[src/rtl/usb_pkg.sv]
// Shared USB bit-level definitions used by both the transmit stuffer and the
// receive-side unstuffer.
package usb_pkg;

   localparam int BIT_STUFF_RUN = 6;

   typedef enum logic [1:0] {
      IDLE,
      PASS,
      STUFF
   } bs_state_t;

endpackage

[src/rtl/usb_bit_stuffer_if.sv]
// Bit-serial stream between the CRC encoders, the bit stuffer and the NRZI encoder.
// The slave modport is the stuffer; the master modport is whatever drives it.
interface usb_bit_stuffer_if;
   import usb_pkg::*;

   logic in_bit;
   logic in_valid;
   logic in_last;
   logic bs_ready;
   logic out_bit;
   logic out_valid;
   logic out_last;
   logic out_ready;

   modport master (
      output in_bit, in_valid, in_last, out_ready,
      input  bs_ready, out_bit, out_valid, out_last
   );

   modport slave (
      input  in_bit, in_valid, in_last, out_ready,
      output bs_ready, out_bit, out_valid, out_last
   );

endinterface

[src/rtl/usb_bit_stuffer.sv]
// USB NRZ bit stuffer: zero-latency pass-through that inserts a 0 after every
// RUN_LEN consecutive 1s, stalling upstream for the stuffed bit.
module usb_bit_stuffer
   import usb_pkg::*;
#(
   parameter int RUN_LEN = BIT_STUFF_RUN,
   parameter int CNT_W   = 3
) (
   input  logic          clock,
   input  logic          reset_n,
   usb_bit_stuffer_if.slave bs
);

   localparam logic [CNT_W-1:0] RUN_MAX = CNT_W'(RUN_LEN - 1);

   bs_state_t        state_q, state_d;
   logic [CNT_W-1:0] run_cnt_q, run_cnt_d;
   logic             last_pend_q, last_pend_d;

   logic stuff_needed;
   logic in_xfer;

   assign stuff_needed = bs.in_bit & (run_cnt_q == RUN_MAX);

   always_ff @(posedge clock or negedge reset_n) begin
      if (!reset_n) begin
         state_q     <= IDLE;
         run_cnt_q   <= '0;
         last_pend_q <= 1'b0;
      end else begin
         state_q     <= state_d;
         run_cnt_q   <= run_cnt_d;
         last_pend_q <= last_pend_d;
      end
   end

   always_comb begin
      state_d      = state_q;
      run_cnt_d    = run_cnt_q;
      last_pend_d  = last_pend_q;
      bs.out_bit   = bs.in_bit;
      bs.out_valid = bs.in_valid;
      bs.out_last  = bs.in_last & ~stuff_needed;
      bs.bs_ready  = bs.out_ready;
      in_xfer      = bs.in_valid & bs.out_ready;

      unique case (state_q)
         IDLE, PASS: begin
            if (in_xfer) begin
               // A stuff takes priority over in_last so the trailing 0 still goes out.
               if (stuff_needed) begin
                  run_cnt_d   = '0;
                  last_pend_d = bs.in_last;
                  state_d     = STUFF;
               end else if (bs.in_last) begin
                  run_cnt_d = '0;
                  state_d   = IDLE;
               end else if (bs.in_bit) begin
                  run_cnt_d = run_cnt_q + CNT_W'(1);
                  state_d   = PASS;
               end else begin
                  run_cnt_d = '0;
                  state_d   = PASS;
               end
            end
         end
         STUFF: begin
            bs.out_bit   = 1'b0;
            bs.out_valid = 1'b1;
            bs.out_last  = last_pend_q;
            bs.bs_ready  = 1'b0;
            in_xfer      = 1'b0;
            if (bs.out_ready) begin
               last_pend_d = 1'b0;
               state_d     = last_pend_q ? IDLE : PASS;
            end
         end
         default: begin
            state_d   = IDLE;
            run_cnt_d = '0;
         end
      endcase
   end

endmodule

[src/flat_wrapper.sv]
// flat-port wrapper written by rule: the top's interface ports become plain ports
module usb_bit_stuffer_flat import usb_pkg::*;
#(
   parameter int RUN_LEN = BIT_STUFF_RUN,
   parameter int CNT_W   = 3
)
  (clock, reset_n, bs_in_bit, bs_in_valid, bs_in_last, bs_out_ready, bs_bs_ready, bs_out_bit, bs_out_valid, bs_out_last);
  usb_bit_stuffer_if bs_i ();
  input  logic clock;
  input  logic reset_n;
  input wire logic [$bits(bs_i.in_bit)-1:0] bs_in_bit;
  input wire logic [$bits(bs_i.in_valid)-1:0] bs_in_valid;
  input wire logic [$bits(bs_i.in_last)-1:0] bs_in_last;
  input wire logic [$bits(bs_i.out_ready)-1:0] bs_out_ready;
  output wire logic [$bits(bs_i.bs_ready)-1:0] bs_bs_ready;
  output wire logic [$bits(bs_i.out_bit)-1:0] bs_out_bit;
  output wire logic [$bits(bs_i.out_valid)-1:0] bs_out_valid;
  output wire logic [$bits(bs_i.out_last)-1:0] bs_out_last;
  assign bs_i.in_bit = bs_in_bit;
  assign bs_i.in_valid = bs_in_valid;
  assign bs_i.in_last = bs_in_last;
  assign bs_i.out_ready = bs_out_ready;
  assign bs_bs_ready = bs_i.bs_ready;
  assign bs_out_bit = bs_i.out_bit;
  assign bs_out_valid = bs_i.out_valid;
  assign bs_out_last = bs_i.out_last;
  usb_bit_stuffer #(.RUN_LEN(RUN_LEN), .CNT_W(CNT_W)) u_core (.clock(clock), .reset_n(reset_n), .bs(bs_i));
endmodule
[config.mk]
export PLATFORM = sky130hd
export DESIGN_NAME = usb_bit_stuffer_flat
export DESIGN_NICKNAME = d
export VERILOG_FILES = /design/src/rtl/usb_pkg.sv /design/src/rtl/usb_bit_stuffer_if.sv /design/src/rtl/usb_bit_stuffer.sv /design/src/flat_wrapper.sv
export SDC_FILE = /design/constraint.sdc
export NUM_CORES = 1
export LEC_CHECK = 0
export BUFFER_PORTS_ARGS = -buffer_cell sky130_fd_sc_hd__buf_2
export CAP_MARGIN = 25
export CORE_MARGIN = 2
export CORE_UTILIZATION = 25
export DETAILED_ROUTE_END_ITERATION = 16
export PLACE_DENSITY = 0.41
export SLEW_MARGIN = 40
export SYNTH_ARGS = -nofsm -noshare
export SYNTH_HDL_FRONTEND = slang
export SYNTH_SLANG_ARGS = --single-unit
[constraint.sdc]
create_clock -name clock -period 2.8 [get_ports clock]
set_clock_uncertainty 0.2 [all_clocks]
set_input_delay 0.42 -clock clock [delete_from_list [all_inputs] [get_ports clock]]
set_output_delay 0.42 -clock clock [all_outputs]
set_load 0.005 [all_outputs]
==> flow_summary.ini <==
[power]
p_leak_nw = 0.2231
max-vdd-ir-drop_mv = 0.2113
total_power_mw = 0.2185
power_density_nw_per_um2 = 445.5

[timing]
period_needed_ns = 1.881
maxSlewHeadroom_pct = 80.07
drv_slew = 0
fin_crit_sh_pct = 67.17
finalHoldViolCount = 0
grt_setup_unrepaired = no
worst_pin_slew_ns = 0.2976
fmax_ghz = 0.5317
tns_ns = 0
setup_viol = 0

[global_routing]
grt_use_total_pct = 10.55
grt_max_degree = 14
overflow = 0
grt_pass1_wl_um = 1442
grt_pass1_vias = 336
antenna_found_initial = 0

[placement]
port-buffer-count = 9
place_congestion = 0.7249
hpwl_um = 664.3

[worst_setup_path]
timing.rr.start = u_core.run_cnt_q[0]
critPathKind = flip-flop to output pin
cp-start-kind = flip-flop
rr_endpoint = u_core.run_cnt_q[2]
setup.worst_path.start = u_core.run_cnt_q[1]
regToRegSetupSlack_ns = 1.08
crit_fanout = 5
cp.required_ns = 2.18
ff2ff_path_depth = 4
arrival_ns = 1.26
cp-end-kind = output pin

[clock_tree]
clockRootBuffer = clkbuf_4
cts.clk_slew.worst_paths_ns = 0.04
cts.sinks = 6
clock_latency_ns = 0.24
postCtsSetupBuffers = 0
cts_tree = built
cts_max_path_buffers = 2
cts_resized = 0
cts_inserted_buffers = 3
htree_levels = 1

[detailed_routing]
first_iter_violations = 12
drc = 0
drt_pre_antenna_iters = 4
vias_per_cell = 4.797
finalWirelength_um = 821
vias = 355
ant_nets = 0
wl_per_cell_um = 11.09

[synthesis]
synthCells = 46
ys_async_sr_fraction_pct = 100.0
avgSynthCellArea_sq_um = 8.622
synth_cell_types = 23
synth_ff_type = dfrtp_1
yosysWarnings = 0
ys_seq_elements = 6
synthesis.area_sq_um = 396.6
synth_top_area_share_pct = 37.85
syn-num-nets = 54
yosysMostFrequentCell = dfrtp_1
synthTopCellsByArea = dfrtp_1 38%, ha_1 6.3%, nand3_1 5.0%
yosysSeqAreaShare_pct = 37.85
yosys-top-cells-count = 6 x dfrtp_1, 4 x inv_1, 4 x nand3_1
synth_edf_count = 0
yosys.area.top_type = dfrtp_1

[floorplan]
die_w_um = 43.83
rows = 14
io-pin-count = 10
die_h_um = 43.83
die_area_sq_um = 1921
start_util_pct = 26.64
coreArea_sq_um = 1489

[min_path]
hp-start = bs_out_ready
hold_class = input pin to flip-flop
hold_depth = 3
min_to = u_core.state_q[0]

[status]
outcome = finished clean

[finish]
syn2layout_area_growth_pct = 23.66
layout-drive-gt1-share_pct = 22.41
n_antenna_cell = 0
fin_nets = 68

[run]
cap_violations = 0
## stage by stage
stage          instance area [sq um]  hold WS (ns)  std cells  setup slack (ns)  utilization [%]
2_1_floorplan                  396.6      -0.07559         46             1.260                -
3_3_place_gp                   457.9       0.06220         70             1.120            30.76
3_5_place_dp                   457.9       0.05619         70             1.089            30.76
4_1_cts                        490.5        0.3010         74            0.9014            32.94
5_1_grt                        490.5        0.3314         74            0.8082            32.94
6_report                       490.5        0.3041         74            0.9192            32.94
## state kept, by name, summed over array words and instances, names as in the netlist
register	flops
u_core.run_cnt_q	3
u_core.last_pend_q	1
u_core.state_q	2
## power breakdown
group / switching, mW / total [mW] / internal [mW]
combinational: 0.0187 / 0.0363 / 0.0176
sequential: 0.00917 / 0.104 / 0.0947
clock: 0.0298 / 0.0782 / 0.0484
## cells in the final DEF (no fill, tap or decap), types with 3 or more instances in the layout
master and instances:
dfrtp_1 6, clkbuf_4 3, inv_1 4, o21ai_1 3
buf_2 9, nand2_1 3, nand3_1 4, and2_1 3
## critical path, stage by stage (launching register included)
cell	delay, ns
dfrtp_1	0.37
inv_1	0.07
ha_1	0.18
nand3_2	0.12
nand3_1	0.11
o21ai_1	0.06
buf_2	0.12
## layout make-up
cell class                      count  area [sq um]
Clock buffer                        3         22.52
Fill cell                         167         998.5
Inverter                            4         15.01
Multi-Input combinational cell     35         227.7
Sequential cell                     6         150.1
Tap cell                           16         20.02
Timing Repair Buffer               10         55.05
## worst max path at each step
stage,end,slack (ns),depth (start not counted)
5_1_grt,bs_out_bit,0.81,3
4_1_cts,bs_out_last,0.90,5
3_5_place_dp,u_core.run_cnt_q[2],1.09,4
6_report,bs_out_last,0.92,6
3_3_place_gp,u_core.run_cnt_q[2],1.12,4
2_1_floorplan,u_core.run_cnt_q[2],1.26,4
## metal layers
layer / vias up / GRT usage, % / share of wire, % / routed length (um)
met3: 0 / 2.500 / 6.6 / 54
met5: - / 0 / 0 / 0
met1: 151 / 14.43 / 52 / 430
met2: 11 / 13.53 / 41 / 336
met4: 0 / 9.091 / 0 / 0
li1: 193 / - / - / -
## kinds of logic after synthesis
kind of cell / count (synthesis) / synth area share (%)
AO/OA/AOI/OAI: 13 / 20.82
flip-flops: 6 / 37.85
AND/OR/NAND/NOR: 20 / 30.29
adder cells (fa/ha/maj): 2 / 6.308
buffers and inverters: 5 / 4.730
## repair_timing
item | CTS | global route
hold buffers | 1 | 0
setup endpoints to repair | 0 | 0
endpoints found under the hold margin | 6 | 0
Power figures use the tool's default switching activity.
